$ cat src/rtl/pack_rd_if.sv
// Framed packet stream from pack_rd toward the uplink/transmit logic.
// The master drives data/valid/sop/eop; the slave returns pk_rdy.
interface pack_rd_if;
  logic [31:0] pk_data;
  logic        pk_vld;
  logic        pk_sop;
  logic        pk_eop;
  logic        pk_rdy;

  modport master (output pk_data, pk_vld, pk_sop, pk_eop, input pk_rdy);
  modport slave  (input pk_data, pk_vld, pk_sop, pk_eop, output pk_rdy);
endinterface

$ cat src/rtl/pack_rd.sv
// Reads the completed half-bank of the pack sample buffer and serialises it
// into header / per-sample UTC,NS,X,Y,Z / checksum frames.
module pack_rd #(
  parameter int unsigned RD_LAT    = 2,
  parameter logic [15:0] SYNC_WORD = 16'hA5A5
) (
  input  logic        clk_sys,
  input  logic        rst_n,
  input  logic        syn_vld,
  input  logic [11:0] buf_waddr,
  output logic [11:0] buf_raddr,
  input  logic [31:0] q_x,
  input  logic [31:0] q_y,
  input  logic [31:0] q_z,
  input  logic [31:0] q_utc,
  input  logic [31:0] q_ns,
  output logic        pk_busy,
  output logic        pk_ovr,
  pack_rd_if.master   pk
);

  localparam int unsigned WCNT_W = (RD_LAT < 1) ? 1 : $clog2(RD_LAT + 1);
  localparam int unsigned IDX_W  = 11;

  typedef enum logic [2:0] {
    S_IDLE, S_HDR0, S_HDR1, S_RD, S_WAIT, S_SEND, S_CSUM
  } state_t;

  state_t              state_q, state_d;
  logic                bank_q, bank_d;
  logic [IDX_W-1:0]    cnt_q, cnt_d;
  logic [IDX_W-1:0]    idx_q, idx_d;
  logic [2:0]          w_q, w_d;
  logic [WCNT_W-1:0]   wcnt_q, wcnt_d;
  logic [31:0]         hold_q [5];
  logic [31:0]         hold_d [5];
  logic [31:0]         seq_q, seq_d;
  logic [31:0]         csum_q, csum_d;
  logic [11:0]         raddr_q, raddr_d;
  logic [31:0]         data_q, data_d;
  logic                vld_q, vld_d;
  logic                sop_q, sop_d;
  logic                eop_q, eop_d;
  logic                busy_q, busy_d;
  logic                ovr_q, ovr_d;
  logic                xfer;

  assign xfer = vld_q & pk.pk_rdy;

  // Next-state, datapath and registered-output computation
  always_comb begin
    state_d = state_q;
    bank_d  = bank_q;
    cnt_d   = cnt_q;
    idx_d   = idx_q;
    w_d     = w_q;
    wcnt_d  = wcnt_q;
    hold_d  = hold_q;
    seq_d   = seq_q;
    csum_d  = csum_q;
    raddr_d = raddr_q;
    data_d  = data_q;
    ovr_d   = syn_vld & (state_q != S_IDLE);

    case (state_q)
      S_IDLE: begin
        if (syn_vld) begin
          bank_d  = buf_waddr[11];
          cnt_d   = buf_waddr[10:0];
          csum_d  = '0;
          state_d = S_HDR0;
        end
      end
      S_HDR0: begin
        if (xfer) begin
          csum_d  = csum_q + data_q;
          state_d = S_HDR1;
        end
      end
      S_HDR1: begin
        if (xfer) begin
          csum_d = csum_q + data_q;
          seq_d  = seq_q + 32'd1;
          idx_d  = '0;
          state_d = (cnt_q == '0) ? S_CSUM : S_RD;
        end
      end
      S_RD: begin
        raddr_d = {bank_q, idx_q};
        wcnt_d  = WCNT_W'(RD_LAT);
        state_d = S_WAIT;
      end
      S_WAIT: begin
        // Read data is valid once RD_LAT cycles have elapsed since the address change
        if (wcnt_q == '0) begin
          hold_d[0] = q_utc;
          hold_d[1] = q_ns;
          hold_d[2] = q_x;
          hold_d[3] = q_y;
          hold_d[4] = q_z;
          w_d       = '0;
          state_d   = S_SEND;
        end else begin
          wcnt_d = wcnt_q - WCNT_W'(1);
        end
      end
      S_SEND: begin
        if (xfer) begin
          csum_d = csum_q + data_q;
          if (w_q == 3'd4) begin
            w_d     = '0;
            idx_d   = idx_q + IDX_W'(1);
            state_d = (IDX_W'(idx_q + IDX_W'(1)) == cnt_q) ? S_CSUM : S_RD;
          end else begin
            w_d = w_q + 3'd1;
          end
        end
      end
      S_CSUM: begin
        if (xfer) state_d = S_IDLE;
      end
      default: state_d = S_IDLE;
    endcase

    vld_d  = (state_d == S_HDR0) || (state_d == S_HDR1) ||
             (state_d == S_SEND) || (state_d == S_CSUM);
    sop_d  = (state_d == S_HDR0);
    eop_d  = (state_d == S_CSUM);
    busy_d = (state_d != S_IDLE);

    case (state_d)
      S_HDR0: data_d = {SYNC_WORD, 5'b0, cnt_d};
      S_HDR1: data_d = seq_q;
      S_CSUM: data_d = csum_d;
      S_SEND: begin
        case (w_d)
          3'd0:    data_d = hold_d[0];
          3'd1:    data_d = hold_d[1];
          3'd2:    data_d = hold_d[2];
          3'd3:    data_d = hold_d[3];
          default: data_d = hold_d[4];
        endcase
      end
      default: data_d = data_q;
    endcase
  end

  // State and output registers
  always_ff @(posedge clk_sys) begin
    if (!rst_n) begin
      state_q <= S_IDLE;
      bank_q  <= 1'b0;
      cnt_q   <= '0;
      idx_q   <= '0;
      w_q     <= '0;
      wcnt_q  <= '0;
      hold_q  <= '{default: '0};
      seq_q   <= '0;
      csum_q  <= '0;
      raddr_q <= '0;
      data_q  <= '0;
      vld_q   <= 1'b0;
      sop_q   <= 1'b0;
      eop_q   <= 1'b0;
      busy_q  <= 1'b0;
      ovr_q   <= 1'b0;
    end else begin
      state_q <= state_d;
      bank_q  <= bank_d;
      cnt_q   <= cnt_d;
      idx_q   <= idx_d;
      w_q     <= w_d;
      wcnt_q  <= wcnt_d;
      hold_q  <= hold_d;
      seq_q   <= seq_d;
      csum_q  <= csum_d;
      raddr_q <= raddr_d;
      data_q  <= data_d;
      vld_q   <= vld_d;
      sop_q   <= sop_d;
      eop_q   <= eop_d;
      busy_q  <= busy_d;
      ovr_q   <= ovr_d;
    end
  end

  assign buf_raddr  = raddr_q;
  assign pk_busy    = busy_q;
  assign pk_ovr     = ovr_q;
  assign pk.pk_data = data_q;
  assign pk.pk_vld  = vld_q;
  assign pk.pk_sop  = sop_q;
  assign pk.pk_eop  = eop_q;

endmodule
$ cat src/flat_wrapper.sv
// flat-port wrapper written by rule: the top's interface ports become plain ports
module pack_rd_flat 
#(
  parameter int unsigned RD_LAT    = 2,
  parameter logic [15:0] SYNC_WORD = 16'hA5A5
)
  (clk_sys, rst_n, syn_vld, buf_waddr, buf_raddr, q_x, q_y, q_z, q_utc, q_ns, pk_busy, pk_ovr, pk_pk_data, pk_pk_vld, pk_pk_sop, pk_pk_eop, pk_pk_rdy);
  pack_rd_if pk_i ();
  input  logic clk_sys;
  input  logic rst_n;
  input  logic syn_vld;
  input  logic [11:0] buf_waddr;
  output logic [11:0] buf_raddr;
  input  logic [31:0] q_x;
  input  logic [31:0] q_y;
  input  logic [31:0] q_z;
  input  logic [31:0] q_utc;
  input  logic [31:0] q_ns;
  output logic pk_busy;
  output logic pk_ovr;
  output wire logic [$bits(pk_i.pk_data)-1:0] pk_pk_data;
  output wire logic [$bits(pk_i.pk_vld)-1:0] pk_pk_vld;
  output wire logic [$bits(pk_i.pk_sop)-1:0] pk_pk_sop;
  output wire logic [$bits(pk_i.pk_eop)-1:0] pk_pk_eop;
  input wire logic [$bits(pk_i.pk_rdy)-1:0] pk_pk_rdy;
  assign pk_pk_data = pk_i.pk_data;
  assign pk_pk_vld = pk_i.pk_vld;
  assign pk_pk_sop = pk_i.pk_sop;
  assign pk_pk_eop = pk_i.pk_eop;
  assign pk_i.pk_rdy = pk_pk_rdy;
  pack_rd #(.RD_LAT(RD_LAT), .SYNC_WORD(SYNC_WORD)) u_core (.clk_sys(clk_sys), .rst_n(rst_n), .syn_vld(syn_vld), .buf_waddr(buf_waddr), .buf_raddr(buf_raddr), .q_x(q_x), .q_y(q_y), .q_z(q_z), .q_utc(q_utc), .q_ns(q_ns), .pk_busy(pk_busy), .pk_ovr(pk_ovr), .pk(pk_i));
endmodule
$ cat config.mk
export PLATFORM = sky130hd
export DESIGN_NAME = pack_rd_flat
export DESIGN_NICKNAME = d
export VERILOG_FILES = /design/src/rtl/pack_rd_if.sv /design/src/rtl/pack_rd.sv /design/src/flat_wrapper.sv
export SDC_FILE = /design/constraint.sdc
export NUM_CORES = 1
export LEC_CHECK = 0
export ABC_AREA = 0
export CELL_PAD_IN_SITES_DETAIL_PLACEMENT = 2
export CELL_PAD_IN_SITES_GLOBAL_PLACEMENT = 2
export CORE_AREA = 2 2 285 203
export CTS_CLUSTER_DIAMETER = 60
export CTS_CLUSTER_SIZE = 8
export DETAILED_ROUTE_END_ITERATION = 7
export DIE_AREA = 0 0 287 205
export PLACE_DENSITY_LB_ADDON = 0.1
export SETUP_SLACK_MARGIN = 0.3
export SYNTH_ARGS = -nofsm -noshare
export SYNTH_HDL_FRONTEND = slang
export SYNTH_SLANG_ARGS = --single-unit
export TNS_END_PERCENT = 1
$ cat constraint.sdc
create_clock -name clk_sys -period 3.88 [get_ports clk_sys]
set_clock_uncertainty 0.2 [all_clocks]
set_input_delay 0.388 -clock clk_sys [delete_from_list [all_inputs] [get_ports clk_sys]]
set_output_delay 0.388 -clock clk_sys [all_outputs]
set_load 0.02 [all_outputs]
==> flow_metrics.py <==
metrics = {
    "sta": {
        "drv_slew": 0,
        "min_period_over_period_pct": 95.8,
        "setup_ws_ps": 165,
        "fmaxAchievable_mhz": 269,
        "rsz0062_at_grt": "yes",
        "relSlewSlack_pct": 41.2,
        "final.min_clock_period_ps": 3720,
        "worst_slew_pin_slew_ps": 882,
        "hold_violations": 0,
        "setup_viol": 0,
    },
    "global_route": {
        "antenna_found_initial": 3,
        "grt_usage_pct": 24.0,
        "grt_pass1_wl_mm": 110,
        "grt_pass1_vias": 17900,
        "grt_overflow": 0,
        "grt_max_degree": 124,
    },
    "placed_design": {
        "hpwl_mm": 53.0,
        "placed_cell_area_um2": 20200,
        "port_buffers": 224,
        "post-place-ws_ps": -228,
        "gp_congestion": 0.858,
        "dp.cells": 3087,
    },
    "finish": {
        "fin_nets": 2613,
        "drive_above_1_share_pct": 12.3,
        "area_growth_pct": 35.4,
        "design_area_um2": 21900,
        "final_cells": 3158,
    },
    "critical_path": {
        "endpoint_kind": "register",
        "cp.required_ps": 4130,
        "rr_endpoint": "u_core.pk.pk_data[7]",
        "path_class": "reg -> reg",
        "critPathMaxFanout": 13,
        "cp.arrival_ps": 3970,
        "worstRegToRegCells": 15,
        "rrSetupSlack_ps": 160,
        "r2r-start": "u_core.idx_q[1]",
        "cp-start-kind": "register",
    },
    "drt": {
        "wire_per_inst_um": 22.8,
        "drtAntennaViolNets": 0,
        "dr_wl_met2_mm": 33.6,
        "initialDrtViolationCount": 1028,
        "first_pass_iters": 5,
        "vias": 16700,
        "drc": 0,
        "wl_met1_mm": 34.5,
        "routed_wl_mm": 71.9,
        "routed.top_layer": "met4",
        "via_per_inst": 5.29,
        "dr_wl_met3_mm": 2.50,
    },
    "logic_synthesis": {
        "synth-seq-area-share_pct": 37.7,
        "synth-edff-count": 0,
        "ys_seq_elements": 304,
        "synthMostInstantiatedCell": "nand2_1",
        "yosys-top-cells-area": "dfxtp_1 38%, nand2_1 11%, mux2i_1 6.8%, a21oi_1 6.4%, nor2_1 3.9%",
        "synth.avg_cell_area_um2": 7.65,
        "synth_top_area_share_pct": 37.7,
        "async_flop_share_pct": 0,
        "synthFlopType": "dfxtp_1",
        "syn_inst": 2111,
        "synth_area_um2": 16100,
        "synth_common_cells": "486 x nand2_1, 304 x dfxtp_1, 205 x a21oi_1",
        "yosys_warnings": 0,
        "ys_types": 78,
        "syn_nets": 2327,
        "synth_top_area_cell": "dfxtp_1",
    },
    "flow_run": {
        "maxCapViolations": 0,
    },
    "min_path": {
        "hp-class": "in -> reg",
        "hold_depth": 3,
        "hp-start": "q_y[26]",
        "min_to": "u_core.hold_q[58]",
    },
    "clocking": {
        "h-tree-depth": 2,
        "hold_buffers": 0,
        "cts_buffer_depth": 3,
        "tritoncts": "built",
        "cts-buffers-inserted": 45,
        "clkLatencyLatePin_ps": 570,
        "cts_root_buf": "clkbuf_16",
        "cts.sinks": 304,
        "path_clk_slew_ps": 50,
    },
    "floorplanning": {
        "dieArea_um2": 58800,
        "core-area_um2": 56100,
        "dieWidth_um": 287,
        "start_util_pct": 28.8,
        "ios": 225,
        "rows": 73,
        "die_h_um": 205,
    },
    "pwr": {
        "power_density_nw_per_um2": 380,
        "p_total_uw": 8300,
        "p_leak_uw": 0.00816,
        "peakVddDrop_v": 0.000287,
    },
    "run_status": {
        "status": "finished clean",
    },
}
==> through the flow <==
stage          utilization, %  TNS, ps  hold WS (ps)
2_1_floorplan               -        0           232
3_5_place_dp             35.9    -2550           250
4_1_cts                  38.6        0           159
6_report                 39.0        0           179
5_1_grt                  39.0        0           171
3_3_place_gp             35.9    -1430           242
==> cells in the final DEF, fill, tap and decap left out, types with 9 or more instances in the layout <==
| master | netlist | routed |
|---|---|---|
| xor2_1 | 32 | 32 |
| a22o_1 | 18 | 18 |
| a311oi_1 | 21 | 21 |
| clkdlybuf4s50_1 | 0 | 224 |
| nor2_1 | 167 | 160 |
| a21oi_2 | 2 | 13 |
| inv_1 | 22 | 18 |
| o21ai_1 | 7 | 17 |
| o211ai_1 | 20 | 20 |
| dfxtp_1 | 304 | 300 |
| xnor2_1 | 30 | 30 |
| nand3_1 | 93 | 91 |
| and2_1 | 26 | 26 |
| or3_1 | 15 | 15 |
| a21oi_1 | 205 | 193 |
| ha_1 | 39 | 35 |
| o22ai_1 | 9 | 9 |
| nand2b_1 | 16 | 16 |
| nand2_1 | 486 | 482 |
| clkbuf_16 | 0 | 46 |
| and4_1 | 9 | 9 |
| nand4_1 | 12 | 12 |
| buf_4 | 1 | 135 |
| and3_1 | 26 | 26 |
| nor3_1 | 27 | 26 |
| mux2i_1 | 110 | 109 |
| a21o_1 | 16 | 16 |
| a22oi_1 | 19 | 18 |
| o21ai_0 | 83 | 67 |
| a211oi_1 | 13 | 11 |
| buf_12 | 0 | 19 |
| a31oi_1 | 19 | 18 |
==> per-layer routing <==
metal  vias up  GRT usage [%]
met5         -              0
met4         0           5.15
met3        79           3.16
met2       288           40.2
met1      8377           32.9
li1       7951              -
==> worst max-delay path, cell delays in order (launching register included) <==
cell	delay, ps
dfxtp_4	370
nand4_4	100
or4_1	510
a222oi_1	370
nand4_1	180
or4_4	530
a21oi_4	240
buf_6	150
inv_4	30
ha_4	200
inv_4	90
nor2_4	60
nor2_4	110
buf_12	170
a21oi_2	70
a22o_1	210
==> kinds of logic (layout without fill, tap and decap cells) <==
group	Yosys count	after routing	synth area share [%]
AO/OA/AOI/OAI	505	505	19.6
XOR/XNOR	62	62	3.36
adder cells (fa/ha/maj)	40	40	3.15
buffers and inverters	172	466	4.37
flip-flops	304	304	37.7
multiplexers	111	111	6.89
other	0	3	0
AND/OR/NAND/NOR	917	917	24.9
==> worst max path at each step <==
| stage | end | from |
|---|---|---|
| 2_1_floorplan | u_core.pk.pk_data[4] | u_core.idx_q[0] |
| 3_3_place_gp | u_core.pk.pk_data[31] | u_core.idx_q[1] |
| 3_5_place_dp | u_core.pk.pk_data[18] | u_core.idx_q[2] |
| 4_1_cts | u_core.pk.pk_data[2] | u_core.idx_q[1] |
| 5_1_grt | u_core.pk.pk_data[16] | u_core.idx_q[0] |
| 6_report | u_core.pk.pk_data[7] | u_core.idx_q[1] |
==> timing repair <==
item	CTS	global route
pin swaps	10	33
gates resized for setup	39	54
buffers inserted	11	1
cloned	1	0
endpoints found under the setup margin	32	39
==> registers in the layout, indices dropped and copies added (netlist names), 2 cells and up <==
name and cells:
u_core.hold_q 160, u_core.w_q 3, u_core.cnt_q 11, u_core.csum_q 32, u_core.wcnt_q 2, u_core.state_q 3, u_core.buf_raddr 12, u_core.pk.pk_data 32
u_core.idx_q 11, u_core.seq_q 32
==> power by group <==
part / switching (uW) / leakage (uW) / internal [uW]
clock: 1530 / 0.000610 / 2140
sequential: 96.0 / 0.00246 / 3210
combinational: 734 / 0.00509 / 589
==> final cells by class <==
type                            count  area [um^2]
Sequential cell                   304         6100
Timing Repair Buffer              388         3770
Clock buffer                       51         1190
Antenna cell                        3         7.51
Inverter                           23          103
Multi-Input combinational cell   1635         9700
Fill cell                        6388        34200
Clock inverter                      4         50.0
Tap cell                          750          938
Note: power is estimated with default switching activity, not from simulation.
